File: src/rtl/cpu16_pkg.sv
// cpu16_pkg: shared field widths, bit positions, immediate range and format enum
// for the 16-bit instruction word.
package cpu16_pkg;
    localparam int OPC_W  = 3;
    localparam int REG_W  = 3;
    localparam int OPC_HI = 15;
    localparam int OPC_LO = 13;
    localparam int R1_HI  = 12;
    localparam int R1_LO  = 10;
    localparam int R2_HI  = 9;
    localparam int R2_LO  = 7;
    localparam int R3_HI  = 6;
    localparam int R3_LO  = 4;
    localparam int IMM_HI = 6;
    localparam int IMM_LO = 0;
    localparam int IMM_MIN = -64;
    localparam int IMM_MAX = 63;

    typedef enum logic {FMT_R = 1'b0, FMT_I = 1'b1} fmt_e;

    // R-type leaves the low nibble zero; I-type keeps only the low 7 immediate bits.
    function automatic logic [15:0] pack_instr(
        input logic [OPC_W-1:0] op,
        input logic [REG_W-1:0] r1,
        input logic [REG_W-1:0] r2,
        input logic [REG_W-1:0] r3,
        input fmt_e             fmt,
        input logic [15:0]      imm
    );
        logic [15:0] w;
        w = '0;
        w[OPC_HI:OPC_LO] = op;
        w[R1_HI:R1_LO]   = r1;
        w[R2_HI:R2_LO]   = r2;
        if (fmt == FMT_I) w[IMM_HI:IMM_LO] = imm[IMM_HI:IMM_LO];
        else              w[R3_HI:R3_LO]   = r3;
        return w;
    endfunction
endpackage

File: src/rtl/instruction_encoder_if.sv
// instruction_encoder_if: field-side and decoder-side handshakes plus status
// of the instruction encoder; master drives fields, slave is the encoder.
interface instruction_encoder_if #(parameter int DEPTH = 4);
    localparam int CW = $clog2(DEPTH + 1);
    logic          flush;
    logic          in_valid;
    logic          in_ready;
    logic [2:0]    in_opcode;
    logic [2:0]    in_reg1;
    logic [2:0]    in_reg2;
    logic [2:0]    in_reg3;
    logic          in_fmt;
    logic [15:0]   in_imm;
    logic          out_valid;
    logic          out_ready;
    logic [15:0]   out_instr;
    logic [CW-1:0] count;
    logic          imm_err;

    modport master (
        output flush, in_valid, in_opcode, in_reg1, in_reg2, in_reg3, in_fmt, in_imm, out_ready,
        input  in_ready, out_valid, out_instr, count, imm_err
    );
    modport slave (
        input  flush, in_valid, in_opcode, in_reg1, in_reg2, in_reg3, in_fmt, in_imm, out_ready,
        output in_ready, out_valid, out_instr, count, imm_err
    );
endinterface

File: src/rtl/instruction_encoder_instr_fifo.sv
// instr_fifo: DEPTH x 16 word queue with occupancy count and synchronous flush;
// storage is reset so the head reads 16'h0000 after reset.
module instr_fifo #(
    parameter  int DEPTH = 4,
    localparam int AW = $clog2(DEPTH),
    localparam int CW = $clog2(DEPTH + 1)
) (
    input  logic          clk,
    input  logic          rst_n,
    input  logic          flush_i,
    input  logic          push_i,
    input  logic [15:0]   data_i,
    input  logic          pop_i,
    output logic [15:0]   data_o,
    output logic          valid_o,
    output logic          ready_o,
    output logic [CW-1:0] count_o
);
    logic [15:0]   mem_q [DEPTH];
    logic [AW-1:0] wr_q, wr_d, rd_q, rd_d;
    logic [CW-1:0] cnt_q, cnt_d;
    logic          wr_en, rd_en;

    // No pass-through when full: a same-cycle pop does not open the input.
    assign ready_o = cnt_q < CW'(DEPTH);
    assign valid_o = cnt_q != '0;
    assign wr_en   = push_i && ready_o;
    assign rd_en   = pop_i && valid_o;
    assign data_o  = mem_q[rd_q];
    assign count_o = cnt_q;

    always_comb begin
        wr_d  = flush_i ? '0 : wr_q + AW'(wr_en);
        rd_d  = flush_i ? '0 : rd_q + AW'(rd_en);
        cnt_d = flush_i ? '0 : cnt_q + CW'(wr_en) - CW'(rd_en);
    end

    always_ff @(posedge clk or negedge rst_n) begin
        if (!rst_n) begin
            wr_q  <= '0;
            rd_q  <= '0;
            cnt_q <= '0;
            for (int i = 0; i < DEPTH; i++) mem_q[i] <= '0;
        end else begin
            wr_q  <= wr_d;
            rd_q  <= rd_d;
            cnt_q <= cnt_d;
            if (wr_en && !flush_i) mem_q[wr_q] <= data_i;
        end
    end
endmodule

File: src/rtl/instruction_encoder.sv
// instruction_encoder: packs opcode/register/immediate fields into 16-bit words
// and queues them for the decoder; IMM_RANGE_CHECK_EN enables the immediate range check.
module instruction_encoder
    import cpu16_pkg::*;
#(
    parameter int DEPTH = 4
) (
    input logic                  clk,
    input logic                  rst_n,
    instruction_encoder_if.slave bus
);
    logic        accept, range_err, push;
    logic [15:0] word;

    assign accept = bus.in_valid && bus.in_ready;
    assign word   = pack_instr(bus.in_opcode, bus.in_reg1, bus.in_reg2, bus.in_reg3,
                               fmt_e'(bus.in_fmt), bus.in_imm);

`ifdef IMM_RANGE_CHECK_EN
    logic imm_err_q, imm_err_d;

    assign range_err = (fmt_e'(bus.in_fmt) == FMT_I) &&
                       (int'($signed(bus.in_imm)) < IMM_MIN || int'($signed(bus.in_imm)) > IMM_MAX);
    // A flush discards the input, so a rejected immediate under flush is not reported.
    assign imm_err_d = accept && range_err && !bus.flush;
    assign bus.imm_err = imm_err_q;

    always_ff @(posedge clk or negedge rst_n) begin
        if (!rst_n) imm_err_q <= 1'b0;
        else        imm_err_q <= imm_err_d;
    end
`else
    assign range_err   = 1'b0;
    assign bus.imm_err = 1'b0;
`endif

    assign push = accept && !range_err;

    instr_fifo #(.DEPTH(DEPTH)) u_fifo (
        .clk     (clk),
        .rst_n   (rst_n),
        .flush_i (bus.flush),
        .push_i  (push),
        .data_i  (word),
        .pop_i   (bus.out_ready),
        .data_o  (bus.out_instr),
        .valid_o (bus.out_valid),
        .ready_o (bus.in_ready),
        .count_o (bus.count)
    );
endmodule

File: src/flat_wrapper.sv
// flat-port wrapper written by rule: the top's interface ports become plain ports
module instruction_encoder_flat import cpu16_pkg::*;
#(
    parameter int DEPTH = 4
)
  (clk, rst_n, bus_flush, bus_in_valid, bus_in_opcode, bus_in_reg1, bus_in_reg2, bus_in_reg3, bus_in_fmt, bus_in_imm, bus_out_ready, bus_in_ready, bus_out_valid, bus_out_instr, bus_count, bus_imm_err);
  instruction_encoder_if #(.DEPTH(DEPTH)) bus_i ();
  input logic clk;
  input logic rst_n;
  input wire logic [$bits(bus_i.flush)-1:0] bus_flush;
  input wire logic [$bits(bus_i.in_valid)-1:0] bus_in_valid;
  input wire logic [$bits(bus_i.in_opcode)-1:0] bus_in_opcode;
  input wire logic [$bits(bus_i.in_reg1)-1:0] bus_in_reg1;
  input wire logic [$bits(bus_i.in_reg2)-1:0] bus_in_reg2;
  input wire logic [$bits(bus_i.in_reg3)-1:0] bus_in_reg3;
  input wire logic [$bits(bus_i.in_fmt)-1:0] bus_in_fmt;
  input wire logic [$bits(bus_i.in_imm)-1:0] bus_in_imm;
  input wire logic [$bits(bus_i.out_ready)-1:0] bus_out_ready;
  output wire logic [$bits(bus_i.in_ready)-1:0] bus_in_ready;
  output wire logic [$bits(bus_i.out_valid)-1:0] bus_out_valid;
  output wire logic [$bits(bus_i.out_instr)-1:0] bus_out_instr;
  output wire logic [$bits(bus_i.count)-1:0] bus_count;
  output wire logic [$bits(bus_i.imm_err)-1:0] bus_imm_err;
  assign bus_i.flush = bus_flush;
  assign bus_i.in_valid = bus_in_valid;
  assign bus_i.in_opcode = bus_in_opcode;
  assign bus_i.in_reg1 = bus_in_reg1;
  assign bus_i.in_reg2 = bus_in_reg2;
  assign bus_i.in_reg3 = bus_in_reg3;
  assign bus_i.in_fmt = bus_in_fmt;
  assign bus_i.in_imm = bus_in_imm;
  assign bus_i.out_ready = bus_out_ready;
  assign bus_in_ready = bus_i.in_ready;
  assign bus_out_valid = bus_i.out_valid;
  assign bus_out_instr = bus_i.out_instr;
  assign bus_count = bus_i.count;
  assign bus_imm_err = bus_i.imm_err;
  instruction_encoder #(.DEPTH(DEPTH)) u_core (.clk(clk), .rst_n(rst_n), .bus(bus_i));
endmodule
File: config.mk
export PLATFORM = sky130hd
export DESIGN_NAME = instruction_encoder_flat
export DESIGN_NICKNAME = d
export VERILOG_FILES = /design/src/rtl/cpu16_pkg.sv /design/src/rtl/instruction_encoder_if.sv /design/src/rtl/instruction_encoder_instr_fifo.sv /design/src/rtl/instruction_encoder.sv /design/src/flat_wrapper.sv
export SDC_FILE = /design/constraint.sdc
export NUM_CORES = 1
export LEC_CHECK = 0
export CORE_MARGIN = 5
export CORE_UTILIZATION = 26
export DETAILED_ROUTE_END_ITERATION = 8
export GPL_ROUTABILITY_DRIVEN = 0
export SETUP_SLACK_MARGIN = 0.15
export SLEW_MARGIN = 20
export SYNTH_ARGS = -nofsm -noshare
export SYNTH_HDL_FRONTEND = slang
export SYNTH_HIERARCHICAL = 1
export SYNTH_SLANG_ARGS = --single-unit
export TNS_END_PERCENT = 50
File: constraint.sdc
create_clock -name clk -period 6.27 [get_ports clk]
set_input_delay 1.881 -clock clk [delete_from_list [all_inputs] [get_ports clk]]
set_output_delay 1.881 -clock clk [all_outputs]
set_load 0.03 [all_outputs]
==> metrics <==
Worst Skew=6.66 ps; VDD IR-drop max=0.165 mV; Starting Density=26.2%; Syn Nets=240; Seq/Total Area, Yosys=54.4%; Routed Antenna Nets=0; Core ar.=12500 um2; FF+latch count, synth=71; FFs w/ async S/R, synth=100%; placed insts=407; Buffers on Ports=45; total die area=14900 um2; worst hold margin=497 ps; area grow syn2layout=27.3%; io pins=56; CTS max path bufs=2; share of cells above drive strength 1=43.0%; Worst Setup End Kind=output pin; cell with the most instances after synthesis=dfrtp_1; post-synth cell types=27; vias in the first global route=2002; Crit Path Max Fanout=14; placed inst area=3860 um2; fmax=217 MHz; Post-synth top cells=dfrtp_1, mux2_2, mux4_2; Chip Width=122 um; Die Y=122 um; n_diodes=0; clk_lat worst skew=320 ps; final max-slew violation count=0; Startpoint Class=flip-flop; largest cells by area after synthesis=dfrtp_1, mux2_2, mux4_2; via/cell ratio=4.28; Tot GR Track Use=9.72%; Final Setup Violations=0; Post-synth EDFFs=0; Detailed Route Iter0 Violations=91; max-cap check violation count=0; largest net degree at the start of global routing=72; Total Routed Length=6600 um; Nets=285; setup bufs post-CTS=0; DRT Pass-1 Iters=3; post-detail-place hpwl=4210 um; Mean Syn Cell Area=16.2 um2; TritonCTS Buffers=9; TritonCTS clock tree=done; Least-Margin Pin Slew=1020 ps; global route overflow=0; area of the mapped netlist=3270 um2; Vias=1809; first-pass GRT wire length=10800 um; root buffer cell=clkbuf_16; Filler cells=1226; P_leak=1.84 nW; RSZ-0062 raised after global routing=no; site row count=41; Final min period=4610 ps; Main synth FF type=dfrtp_1; Finished Layout Cells=423; Slew HR=31.6%; Yosys top cell area share=54.4%; Setup TNS Final=0 ps; WP data required=4390 ps; hold_buf cts=0; wire per inst=15.6 um; fin area=4160 um2; number of H-tree levels=3; busiest grt layer=met2; met1 Track Usage GR=12.2%; outcome=finished, final reports clean; Syn Inst Count=201; WP data arrival=2730 ps; Fin. Hold Viols=0; HP Class=flip-flop to flip-flop; met2 Usage GRT=15.5%; WS Path Type=flip-flop to output pin; post-synth top area cell=dfrtp_1; Final Util=33.3%; antenna violations before repair=0; Synth warnings=6; GRT met3 Usage=3.95%; DRC violations left=0; post_cts resized=0; Final period util=73.5%; Reg clk slew, reported paths=50 ps; # clock sinks=71; PD cells=489 nW/um2
==> cell usage in the layout, fill, tap and decap left out, drive strengths merged, types with 4 or more instances in the layout <==
cell type,count
clkdlybuf4s50,44
clkbuf,14
inv,4
ha,4
mux2,67
nor2b,4
mux4,16
and2,6
nor2,5
dfrtp,71
==> critical path, stage by stage, from the launching register on <==
cell,delay [ps]
dfrtp_1,950
buf_4,290
mux4_2,550
clkdlybuf4s50_1,620
==> power by group <==
| group | switching (W) | leakage [nW] | internal [W] |
|---|---|---|---|
| sequential | 0.000115 | 0.922 | 0.000628 |
| combinational | 0.000353 | 0.773 | 0.000449 |
| clock | 0.000179 | 0.145 | 0.000310 |
==> stage by stage <==
stage	total power, W	setup slack, ps
floorplan	0.00128	2690
global placement	0.00154	1960
detailed placement	0.00157	1940
CTS	0.00207	1590
global route	0.00216	1500
finish	0.00203	1660
==> worst paths after layout <==
path / start / endpoint / slack [ps] / depth (start not counted)
worst max-delay path: u_core/u_fifo/rd_q[0] / bus_out_instr[3] / 1660 / 3
max in group asynchronous: rst_n / u_core/u_fifo/mem_q[54] / 3910 / 2
min in group asynchronous: rst_n / u_core/u_fifo/mem_q[55] / 1750 / 2
worst min-delay path: u_core/u_fifo/mem_q[26] / u_core/u_fifo/mem_q[26] / 500 / 1
worst min register to register: u_core/u_fifo/mem_q[26] / u_core/u_fifo/mem_q[26] / 500 / 1
worst max register to register: u_core/u_fifo/count_o[2] / u_core/u_fifo/mem_q[49] / 3970 / 5
==> logic make-up after synthesis <==
| logic type | synth area share, % |
|---|---|
| xor+xnor | 1.07 |
| fa+ha+maj | 2.15 |
| buf+inv | 2.95 |
| flops | 54.4 |
| mux | 35.3 |
| other cells | 0.115 |
| simple gates | 4.02 |
==> metal layers <==
metal  routed length [um]  vias up  share of wire (%)
li1                     -      817                  -
met2                 3180       39                 48
met5                    0        -                  0
met4                   74        0                1.1
met1                 3050      944                 46
met3                  287        9                4.4
==> state kept, by name, summed over array words and instances (netlist names) <==
| name | flops |
|---|---|
| u_core/u_fifo/mem_q | 64 |
| u_core/u_fifo/wr_q | 2 |
| u_core/u_fifo/count_o | 3 |
| u_core/u_fifo/rd_q | 2 |
==> cell type report <==
cell class | count | area, um2 | area share, %
clock buffer | 14 | 284 | 6.83
clock inverter | 2 | 12.5 | 0.301
inverter | 4 | 15.0 | 0.361
multi-input combinational | 113 | 1390 | 33.5
sequential | 71 | 1780 | 42.7
tap | 172 | 215 | 5.18
timing repair buffer | 47 | 460 | 11.1
No activity file was read; power rests on OpenSTA's default activity.
